**src/rtl/vdma_fb_pkg.sv**
```systemverilog
`default_nettype none
// ============================================================================
// Module   : vdma_fb_pkg
// Brief    : Shared types and helpers for the VDMA frame-buffer arbiter.
// Revision : 1.0 - initial release
// ============================================================================
package vdma_fb_pkg;

  typedef enum logic [0:0] {
    FB_TRIPLE = 1'b0,
    FB_ROUND  = 1'b1
  } fb_mode_e;

  localparam int unsigned FB_MAX_BUF = 8;
  localparam int unsigned FB_MAX_RD  = 4;

  // First buffer after 'point' (ring order) that is neither held nor the
  // newest completed frame. If every other buffer is excluded the writer
  // stays where it is: its own buffer is never held or latest at that point.
  function automatic logic [2:0] fb_next_free(
    input logic [2:0]  point,
    input logic [7:0]  held_mask,
    input logic [2:0]  latest,
    input logic        latest_vld,
    input int unsigned num_buf
  );
    logic [2:0] sel;
    logic       found;
    logic [3:0] sum;
    logic [2:0] c;
    sel   = point;
    found = 1'b0;
    for (int unsigned k = 1; k < FB_MAX_BUF; k++) begin
      sum = {1'b0, point} + 4'(k);
      c   = 3'(32'(sum) % num_buf);
      if (!found && (k < num_buf) && !held_mask[c] &&
          !(latest_vld && (c == latest))) begin
        sel   = c;
        found = 1'b1;
      end
    end
    return sel;
  endfunction

  // Base-address lookup over the eight configurable buffer slots.
  function automatic logic [63:0] fb_base_addr(
    input logic [2:0]  idx,
    input logic [63:0] b0, input logic [63:0] b1,
    input logic [63:0] b2, input logic [63:0] b3,
    input logic [63:0] b4, input logic [63:0] b5,
    input logic [63:0] b6, input logic [63:0] b7
  );
    logic [63:0] r;
    case (idx)
      3'd0:    r = b0;
      3'd1:    r = b1;
      3'd2:    r = b2;
      3'd3:    r = b3;
      3'd4:    r = b4;
      3'd5:    r = b5;
      3'd6:    r = b6;
      default: r = b7;
    endcase
    return r;
  endfunction

endpackage
`default_nettype wire

```
**src/rtl/vdma_fb_rd_slot.sv**
```systemverilog
`default_nettype none
// ============================================================================
// Module   : vdma_fb_rd_slot
// Brief    : One reader slot: held/fresh flags, buffer pointer, base address
//            and the repeat pulse.
// Revision : 1.0 - initial release
// ============================================================================
module vdma_fb_rd_slot import vdma_fb_pkg::*; #(
  parameter int unsigned      PTR_W    = 2,
  parameter int unsigned      ASIZE    = 29,
  parameter logic [ASIZE-1:0] RST_BASE = '0
) (
  input  logic             clock,
  input  logic             rst_n,
  input  logic             take_i,        // reader starts a frame on latest
  input  logic             release_i,     // reader finished its frame
  input  logic             refresh_i,     // a new frame completed this cycle
  input  logic [PTR_W-1:0] take_point_i,
  input  logic [ASIZE-1:0] take_base_i,
  output logic             held_d_o,      // next-state hold, for writer's free test
  output logic [PTR_W-1:0] point_d_o,
  output logic [PTR_W-1:0] point_o,
  output logic [ASIZE-1:0] baseaddr_o,
  output logic             repeat_o
);

  logic             held_q, held_d;
  logic             fresh_q, fresh_d;
  logic [PTR_W-1:0] point_q, point_d;
  logic [ASIZE-1:0] base_q, base_d;
  logic             repeat_q, repeat_d;
  logic             fresh_now;

  // Next state: a same-cycle completion refreshes before the take, so a
  // forwarded frame never counts as a repeat. Take wins over release.
  always_comb begin
    fresh_now = refresh_i | fresh_q;
    held_d    = held_q;
    fresh_d   = fresh_now;
    point_d   = point_q;
    base_d    = base_q;
    repeat_d  = 1'b0;
    if (take_i) begin
      held_d   = 1'b1;
      fresh_d  = 1'b0;
      point_d  = take_point_i;
      base_d   = take_base_i;
      repeat_d = ~fresh_now;
    end else if (release_i) begin
      held_d = 1'b0;
    end
  end

  // Slot state registers.
  always_ff @(posedge clock or negedge rst_n) begin
    if (!rst_n) begin
      held_q   <= 1'b0;
      fresh_q  <= 1'b0;
      point_q  <= '0;
      base_q   <= RST_BASE;
      repeat_q <= 1'b0;
    end else begin
      held_q   <= held_d;
      fresh_q  <= fresh_d;
      point_q  <= point_d;
      base_q   <= base_d;
      repeat_q <= repeat_d;
    end
  end

  assign held_d_o   = held_d;
  assign point_d_o  = point_d;
  assign point_o    = point_q;
  assign baseaddr_o = base_q;
  assign repeat_o   = repeat_q;

endmodule
`default_nettype wire

```
**src/rtl/vdma_frame_buffer_arbiter.sv**
```systemverilog
`default_nettype none
// ============================================================================
// Module   : vdma_frame_buffer_arbiter
// Brief    : Frame-buffer pointer manager: one writer, NUM_RD readers over a
//            ring of NUM_BUF buffers, with N-buffering and drop/repeat flags.
// Revision : 1.0 - initial release
// ============================================================================
module vdma_frame_buffer_arbiter import vdma_fb_pkg::*; #(
  parameter int unsigned      NUM_BUF     = 4,
  parameter int unsigned      NUM_RD      = 2,
  parameter int unsigned      ASIZE       = 29,
  parameter string            MODE        = "TRIPLE",
  parameter logic [ASIZE-1:0] BASE_ADDR_0 = '0,
  parameter logic [ASIZE-1:0] BASE_ADDR_1 = '0,
  parameter logic [ASIZE-1:0] BASE_ADDR_2 = '0,
  parameter logic [ASIZE-1:0] BASE_ADDR_3 = '0,
  parameter logic [ASIZE-1:0] BASE_ADDR_4 = '0,
  parameter logic [ASIZE-1:0] BASE_ADDR_5 = '0,
  parameter logic [ASIZE-1:0] BASE_ADDR_6 = '0,
  parameter logic [ASIZE-1:0] BASE_ADDR_7 = '0,
  localparam int unsigned     PTR_W       = $clog2(NUM_BUF)
) (
  input  logic                    clock,
  input  logic                    rst_n,
  input  logic                    enable,
  input  logic                    wr_fs,
  input  logic                    wr_fe,
  output logic [PTR_W-1:0]        wr_point,
  output logic [ASIZE-1:0]        wr_baseaddr,
  output logic                    wr_drop,
  input  logic [NUM_RD-1:0]       rd_fs,
  input  logic [NUM_RD-1:0]       rd_fe,
  output logic [NUM_RD*PTR_W-1:0] rd_point,
  output logic [NUM_RD*ASIZE-1:0] rd_baseaddr,
  output logic [NUM_RD-1:0]       rd_valid,
  output logic [NUM_RD-1:0]       rd_repeat
);

  localparam fb_mode_e MODE_E = (MODE == "ROUND") ? FB_ROUND : FB_TRIPLE;

  if ((NUM_BUF < 3) || (NUM_BUF > FB_MAX_BUF)) begin : g_chk_num_buf
    $fatal(1, "NUM_BUF must be in 3..8");
  end
  if ((NUM_RD < 1) || (NUM_RD > FB_MAX_RD)) begin : g_chk_num_rd
    $fatal(1, "NUM_RD must be in 1..4");
  end
  if ((MODE_E == FB_TRIPLE) && (NUM_BUF < NUM_RD + 2)) begin : g_chk_triple
    $fatal(1, "TRIPLE mode needs NUM_BUF >= NUM_RD+2");
  end

  function automatic logic [ASIZE-1:0] base_of(input logic [PTR_W-1:0] p);
    return ASIZE'(fb_base_addr(3'(p),
                               64'(BASE_ADDR_0), 64'(BASE_ADDR_1),
                               64'(BASE_ADDR_2), 64'(BASE_ADDR_3),
                               64'(BASE_ADDR_4), 64'(BASE_ADDR_5),
                               64'(BASE_ADDR_6), 64'(BASE_ADDR_7)));
  endfunction

  // Enable masks every event input in the same cycle.
  logic              wr_fs_en, wr_fe_en;
  logic [NUM_RD-1:0] rd_fs_en, rd_fe_en;
  assign wr_fs_en = enable & wr_fs;
  assign wr_fe_en = enable & wr_fe;
  assign rd_fs_en = {NUM_RD{enable}} & rd_fs;
  assign rd_fe_en = {NUM_RD{enable}} & rd_fe;

  logic              writing_q, writing_d;
  logic [PTR_W-1:0]  latest_q, latest_d;
  logic              latest_vld_q, latest_vld_d;
  logic              latest_taken_q, latest_taken_d;
  logic [PTR_W-1:0]  wr_point_q, wr_point_d;
  logic [ASIZE-1:0]  wr_baseaddr_q, wr_baseaddr_d;
  logic              wr_drop_q, wr_drop_d;
  logic              complete;
  logic [NUM_RD-1:0] rd_take;
  logic [ASIZE-1:0]  take_base;
  logic [NUM_RD-1:0]       slot_held_d;
  logic [NUM_RD*PTR_W-1:0] slot_point_d;
  logic [7:0]              held_mask;

  // Frame completion first, then reader takes see the updated latest
  // (forwarding); a take in the completing cycle suppresses the drop.
  always_comb begin
    complete       = wr_fe_en & writing_q;
    latest_d       = complete ? wr_point_q : latest_q;
    latest_vld_d   = latest_vld_q | complete;
    rd_take        = rd_fs_en & {NUM_RD{latest_vld_d}};
    latest_taken_d = (|rd_take) | (latest_taken_q & ~complete);
    wr_drop_d      = complete & latest_vld_q & ~latest_taken_q & ~(|rd_take);
    take_base      = base_of(latest_d);
  end

  // Buffers held by any reader after this cycle's takes and releases.
  always_comb begin
    held_mask = '0;
    for (int i = 0; i < NUM_RD; i++) begin
      if (slot_held_d[i]) begin
        held_mask[3'(slot_point_d[i*PTR_W +: PTR_W])] = 1'b1;
      end
    end
  end

  // Writer buffer selection on frame start (also on abort).
  always_comb begin
    writing_d  = wr_fs_en | (writing_q & ~complete);
    wr_point_d = wr_point_q;
    if (wr_fs_en) begin
      if (MODE_E == FB_ROUND) begin
        wr_point_d = PTR_W'(fb_next_free(3'(wr_point_q), 8'h00, 3'd0, 1'b0,
                                         NUM_BUF));
      end else begin
        wr_point_d = PTR_W'(fb_next_free(3'(wr_point_q), held_mask,
                                         3'(latest_d), latest_vld_d, NUM_BUF));
      end
    end
    wr_baseaddr_d = base_of(wr_point_d);
  end

  // Writer-side state registers.
  always_ff @(posedge clock or negedge rst_n) begin
    if (!rst_n) begin
      writing_q      <= 1'b0;
      latest_q       <= '0;
      latest_vld_q   <= 1'b0;
      latest_taken_q <= 1'b0;
      wr_point_q     <= PTR_W'(NUM_BUF - 1);
      wr_baseaddr_q  <= base_of(PTR_W'(NUM_BUF - 1));
      wr_drop_q      <= 1'b0;
    end else begin
      writing_q      <= writing_d;
      latest_q       <= latest_d;
      latest_vld_q   <= latest_vld_d;
      latest_taken_q <= latest_taken_d;
      wr_point_q     <= wr_point_d;
      wr_baseaddr_q  <= wr_baseaddr_d;
      wr_drop_q      <= wr_drop_d;
    end
  end

  for (genvar g = 0; g < NUM_RD; g++) begin : g_rd_slot
    vdma_fb_rd_slot #(
      .PTR_W    (PTR_W),
      .ASIZE    (ASIZE),
      .RST_BASE (BASE_ADDR_0)
    ) u_slot (
      .clock        (clock),
      .rst_n        (rst_n),
      .take_i       (rd_take[g]),
      .release_i    (rd_fe_en[g]),
      .refresh_i    (complete),
      .take_point_i (latest_d),
      .take_base_i  (take_base),
      .held_d_o     (slot_held_d[g]),
      .point_d_o    (slot_point_d[g*PTR_W +: PTR_W]),
      .point_o      (rd_point[g*PTR_W +: PTR_W]),
      .baseaddr_o   (rd_baseaddr[g*ASIZE +: ASIZE]),
      .repeat_o     (rd_repeat[g])
    );
  end

  assign wr_point    = wr_point_q;
  assign wr_baseaddr = wr_baseaddr_q;
  assign wr_drop     = wr_drop_q;
  assign rd_valid    = {NUM_RD{latest_vld_q}};

endmodule
`default_nettype wire

```
**config.mk**
```make
export PLATFORM = sky130hd
export DESIGN_NAME = vdma_frame_buffer_arbiter
export DESIGN_NICKNAME = d
export VERILOG_FILES = /design/src/rtl/vdma_fb_pkg.sv /design/src/rtl/vdma_fb_rd_slot.sv /design/src/rtl/vdma_frame_buffer_arbiter.sv
export SDC_FILE = /design/constraint.sdc
export NUM_CORES = 1
export LEC_CHECK = 0
export CAP_MARGIN = 25
export CORE_ASPECT_RATIO = 2
export CORE_MARGIN = 3
export CORE_UTILIZATION = 40
export DETAILED_ROUTE_END_ITERATION = 8
export PLACE_DENSITY = 0.95
export SKIP_LAST_GASP = 1
export SLEW_MARGIN = 10
export SYNTH_ARGS = -nofsm -noshare
export SYNTH_HDL_FRONTEND = slang
export SYNTH_SLANG_ARGS = --single-unit
```
**constraint.sdc**
```tcl
create_clock -name clock -period 3.95 [get_ports clock]
set_clock_uncertainty 0.15 [all_clocks]
set_input_delay 0.79 -clock clock [delete_from_list [all_inputs] [get_ports clock]]
set_output_delay 0.79 -clock clock [all_outputs]
set_load 0.02 [all_outputs]
```
==> reports/metrics.cfg, run 1 <==
[run_status]
outcome=finished clean

[global_route]
grtUsageTotal_pct=12.6
grt_pass1_wl_mm=5.00
first_global_vias=1090
antenna_found_initial=0
grt_remaining_overflow=0
grt_max_degree=19

[timing]
fin_crit_sh_pct=92.8
setup_viol=0
timing.final.max_slew_violations=0
max_slew.worst_pin.slew_ns=0.801
hold_violations=0
hold_slack_ns=0.313
rsz0062_at_grt=no
relSlewSlack_pct=46.4
max_freq_ghz=0.273
setup-tns-final_ns=0
fin_crit_ns=3.67

[cells_and_area]
nFillCells=402
multi_input_comb_area_um2=897
final_core_utilization_pct=40.4
syn_to_final_growth_pct=-3.58
nets=226
seq_area_um2=453
antenna_cells=0
drive_gt1_share_pct=6.94

[yosys]
synth-async-reset-ratio_pct=100
synthTopCellsByArea=buf_4 39%, dfrtp_1 23%, o22a_1 3.5%
synth_top_area_cell=buf_4
yosysSeqAreaShare_pct=25.9
synth_common_cells=91 x buf_4, 16 x dfrtp_1, 15 x nand2_1, 7 x o22a_1, 5 x nor2_1
synth_area_um2=1750
yosysWarnings=0
synth_most_common_cell=buf_4
synth_cell_types=41
synth-seq-cells=18
netlist_instances=202
synth_top_cell_area_share_pct=39.1
synth_top_flop_cell=dfrtp_1
syn_avg_cell_area_um2=8.66
synth_edf_count=0

[pwr]
power_frac_comb_pct=53.6
irDropWorstVdd_v=0.000251
p_int_w=0.000541
pwr-share-clk_pct=14.6
power_frac_seq_pct=31.8
p_sw_w=0.000470
p_leak_nw=0.827
p_sw_share_pct=46.5
powerDensity_nw_per_um2=599

[setup_path]
crit_path_max_incr_delay_ns=0.55
crit_path_end_kind=flop
critical_path_buf_inv_count=1
crit_family=compound AO/OA/AOI/OAI gates
critPathRequiredTime_ns=3.94
crit_slowest_cell=mux4_2
reg2reg_from=latest_vld_q$_DFF_PN0_
path_max_fanout=7
criticalPathCategory=input pin to flop
crit_chain=clkdlybuf4s50_1, a21oi_1, nor2_1, o32a_1, o22a_1, mux4_2, a32o_1, a2111oi_2
r2r_slack_ns=0.86
crit_arrival_ns=3.66
worstSetupStartpointType=input pin
worstReg2RegEnd=wr_point[0]$_DFFE_PN1P_
r2r_cells=7

[cts]
htree_num_levels=1
cts_resized=0
post_cts_buffers=0
cts_tree=done
path_clk_slew_ns=0.07
clock-sinks=18
worstSkewPairLatency_ns=0.25
root_buffer=clkbuf_8
cts_made_buffers=3
clk_path_buf_depth=2
hold_buffers=0

[routing]
highest_layer=met4
ant_nets=0
wl_met2_mm=1.83
drc=0
drt_wl_total_mm=3.52
wl_per_cell_um=13.1
wl_met3_um=500
vias=1285
drt_first_iter_violations=87
wl_met1_mm=1.00
vias_per_cell=4.79
firstDrtPassIters=5

[min_path]
hp-class=flop to flop
holdCritStartpoint=g_rd_slot[0].u_slot.fresh_q$_DFF_PN0_
hold_end=g_rd_slot[0].u_slot.repeat_o$_DFF_PN0_
hold_depth=1

[die]
rows=33
die_area_um2=5250
die_w_um=52.8
fp.dieH_um=99.5
start_util_pct=41.9
ios=107
core_area_um2=4170

[flow_run]
maxCapViolCount=0

[placement]
numPortBuffers=19
globalplace.congestion=0.971
hpwl_mm=2.77

-- worst reg2reg max path: stages, from the launching register on --
cell and delay [ns]:
dfrtp_1 0.48, a21oi_1 0.34, nor2_1 0.22, o32a_1 0.41, o22a_1 0.26, mux4_2 0.55, a32o_1 0.25, a2111oi_2 0.31
-- cells in the final DEF (no fill, tap or decap), types with 2 or more instances in the layout --
cell type        synthesis  final
a21oi_1                  3      3
a32o_1                   4      4
a32oi_1                  2      2
and2_1                   2      2
and3_1                   4      4
clkbuf_8                 0      4
clkdlybuf4s50_1          0     19
conb_1                   1     87
dfrtp_1                 16     16
dfstp_2                  2      2
inv_1                    3      3
inv_2                    2      2
mux2_2                   2      2
nand2_1                 15     15
nand2b_1                 3      3
nand3_1                  2      2
nand3b_1                 2      2
nor2_1                   5      5
nor3_1                   3      3
nor3b_1                  2      2
o21ai_0                  4      4
o22a_1                   7      7
o22ai_1                  3      3
o22ai_2                  2      2
o32a_1                   2      2
-- per-stage QoR --
step	area, um2	instances	setup WS [ns]	total power [W]
after detailed placement	1630	264	0.113	0.000844
final	1690	268	0.283	0.00101
after floorplan	2070	288	0.880	0.000760
after CTS	1690	268	0.362	0.000996
after global placement	1630	264	0.241	0.000818
after global routing	1690	268	0.217	0.00107
-- cells by family (layout without fill, tap and decap cells) --
logic type / after synthesis / in the layout / synth area share (%)
XOR/XNOR: 2 / 2 / 1.00
multiplexers: 3 / 3 / 2.57
other: 1 / 87 / 0.214
AO/OA/AOI/OAI: 36 / 36 / 17.2
AND/OR/NAND/NOR: 41 / 41 / 11.9
flip-flops: 18 / 18 / 25.9
buffers and inverters: 101 / 29 / 41.3
-- power by group through the flow --
stage,registers [W],clock network [W],logic [W]
floorplan,0.000311,0,0.000449
global placement,0.000315,0,0.000503
detailed placement,0.000321,0,0.000523
CTS,0.000319,0.000149,0.000527
global route,0.000328,0.000160,0.000581
finish,0.000322,0.000147,0.000542
-- per-layer routing --
layer | vias to the layer above | global-route usage [%]
met5 | - | 0
met4 | 0 | 8.07
met3 | 20 | 2.55
met2 | 131 | 23.4
met1 | 588 | 11.5
li1 | 546 | -
-- sequential cells by signal, indices dropped and copies added (netlist names) --
name and cells:
g_rd_slot.u_slot.point_o 4, g_rd_slot.u_slot.fresh_q 2, g_rd_slot.u_slot.held_q 2, g_rd_slot.u_slot.repeat_o 2, latest_q 2, wr_point 2, latest_taken_q 1, latest_vld_q 1
wr_drop 1, writing_q 1
-- worst max-delay path by stage --
stage	from	end	slack [ns]	depth (start not counted)
after global routing	enable	wr_point[0]$_DFFE_PN1P_	0.22	8
final	wr_fe	wr_point[0]$_DFFE_PN1P_	0.28	8
after detailed placement	wr_fe	wr_point[0]$_DFFE_PN1P_	0.11	8
after CTS	wr_fe	wr_point[0]$_DFFE_PN1P_	0.36	8
after global placement	wr_fe	wr_point[0]$_DFFE_PN1P_	0.24	8
after floorplan	enable	wr_point[0]$_DFFE_PN1P_	0.88	8
-- cell type report --
type	count	share of cell area (%)
Multi-Input combinational cell	169	53.2
Sequential cell	18	26.9
Timing Repair Buffer	20	11.7
Tap cell	52	3.86
Clock buffer	4	3.26
Inverter	5	1.11
No activity file was read; power rests on OpenSTA's default activity.
==> run 2, diff against run 1 <==
Settings changed: GPL_TIMING_DRIVEN from default to 1.
==> results of run 2 <==
Final layout, timing and power as in run 1 (identical DEF).
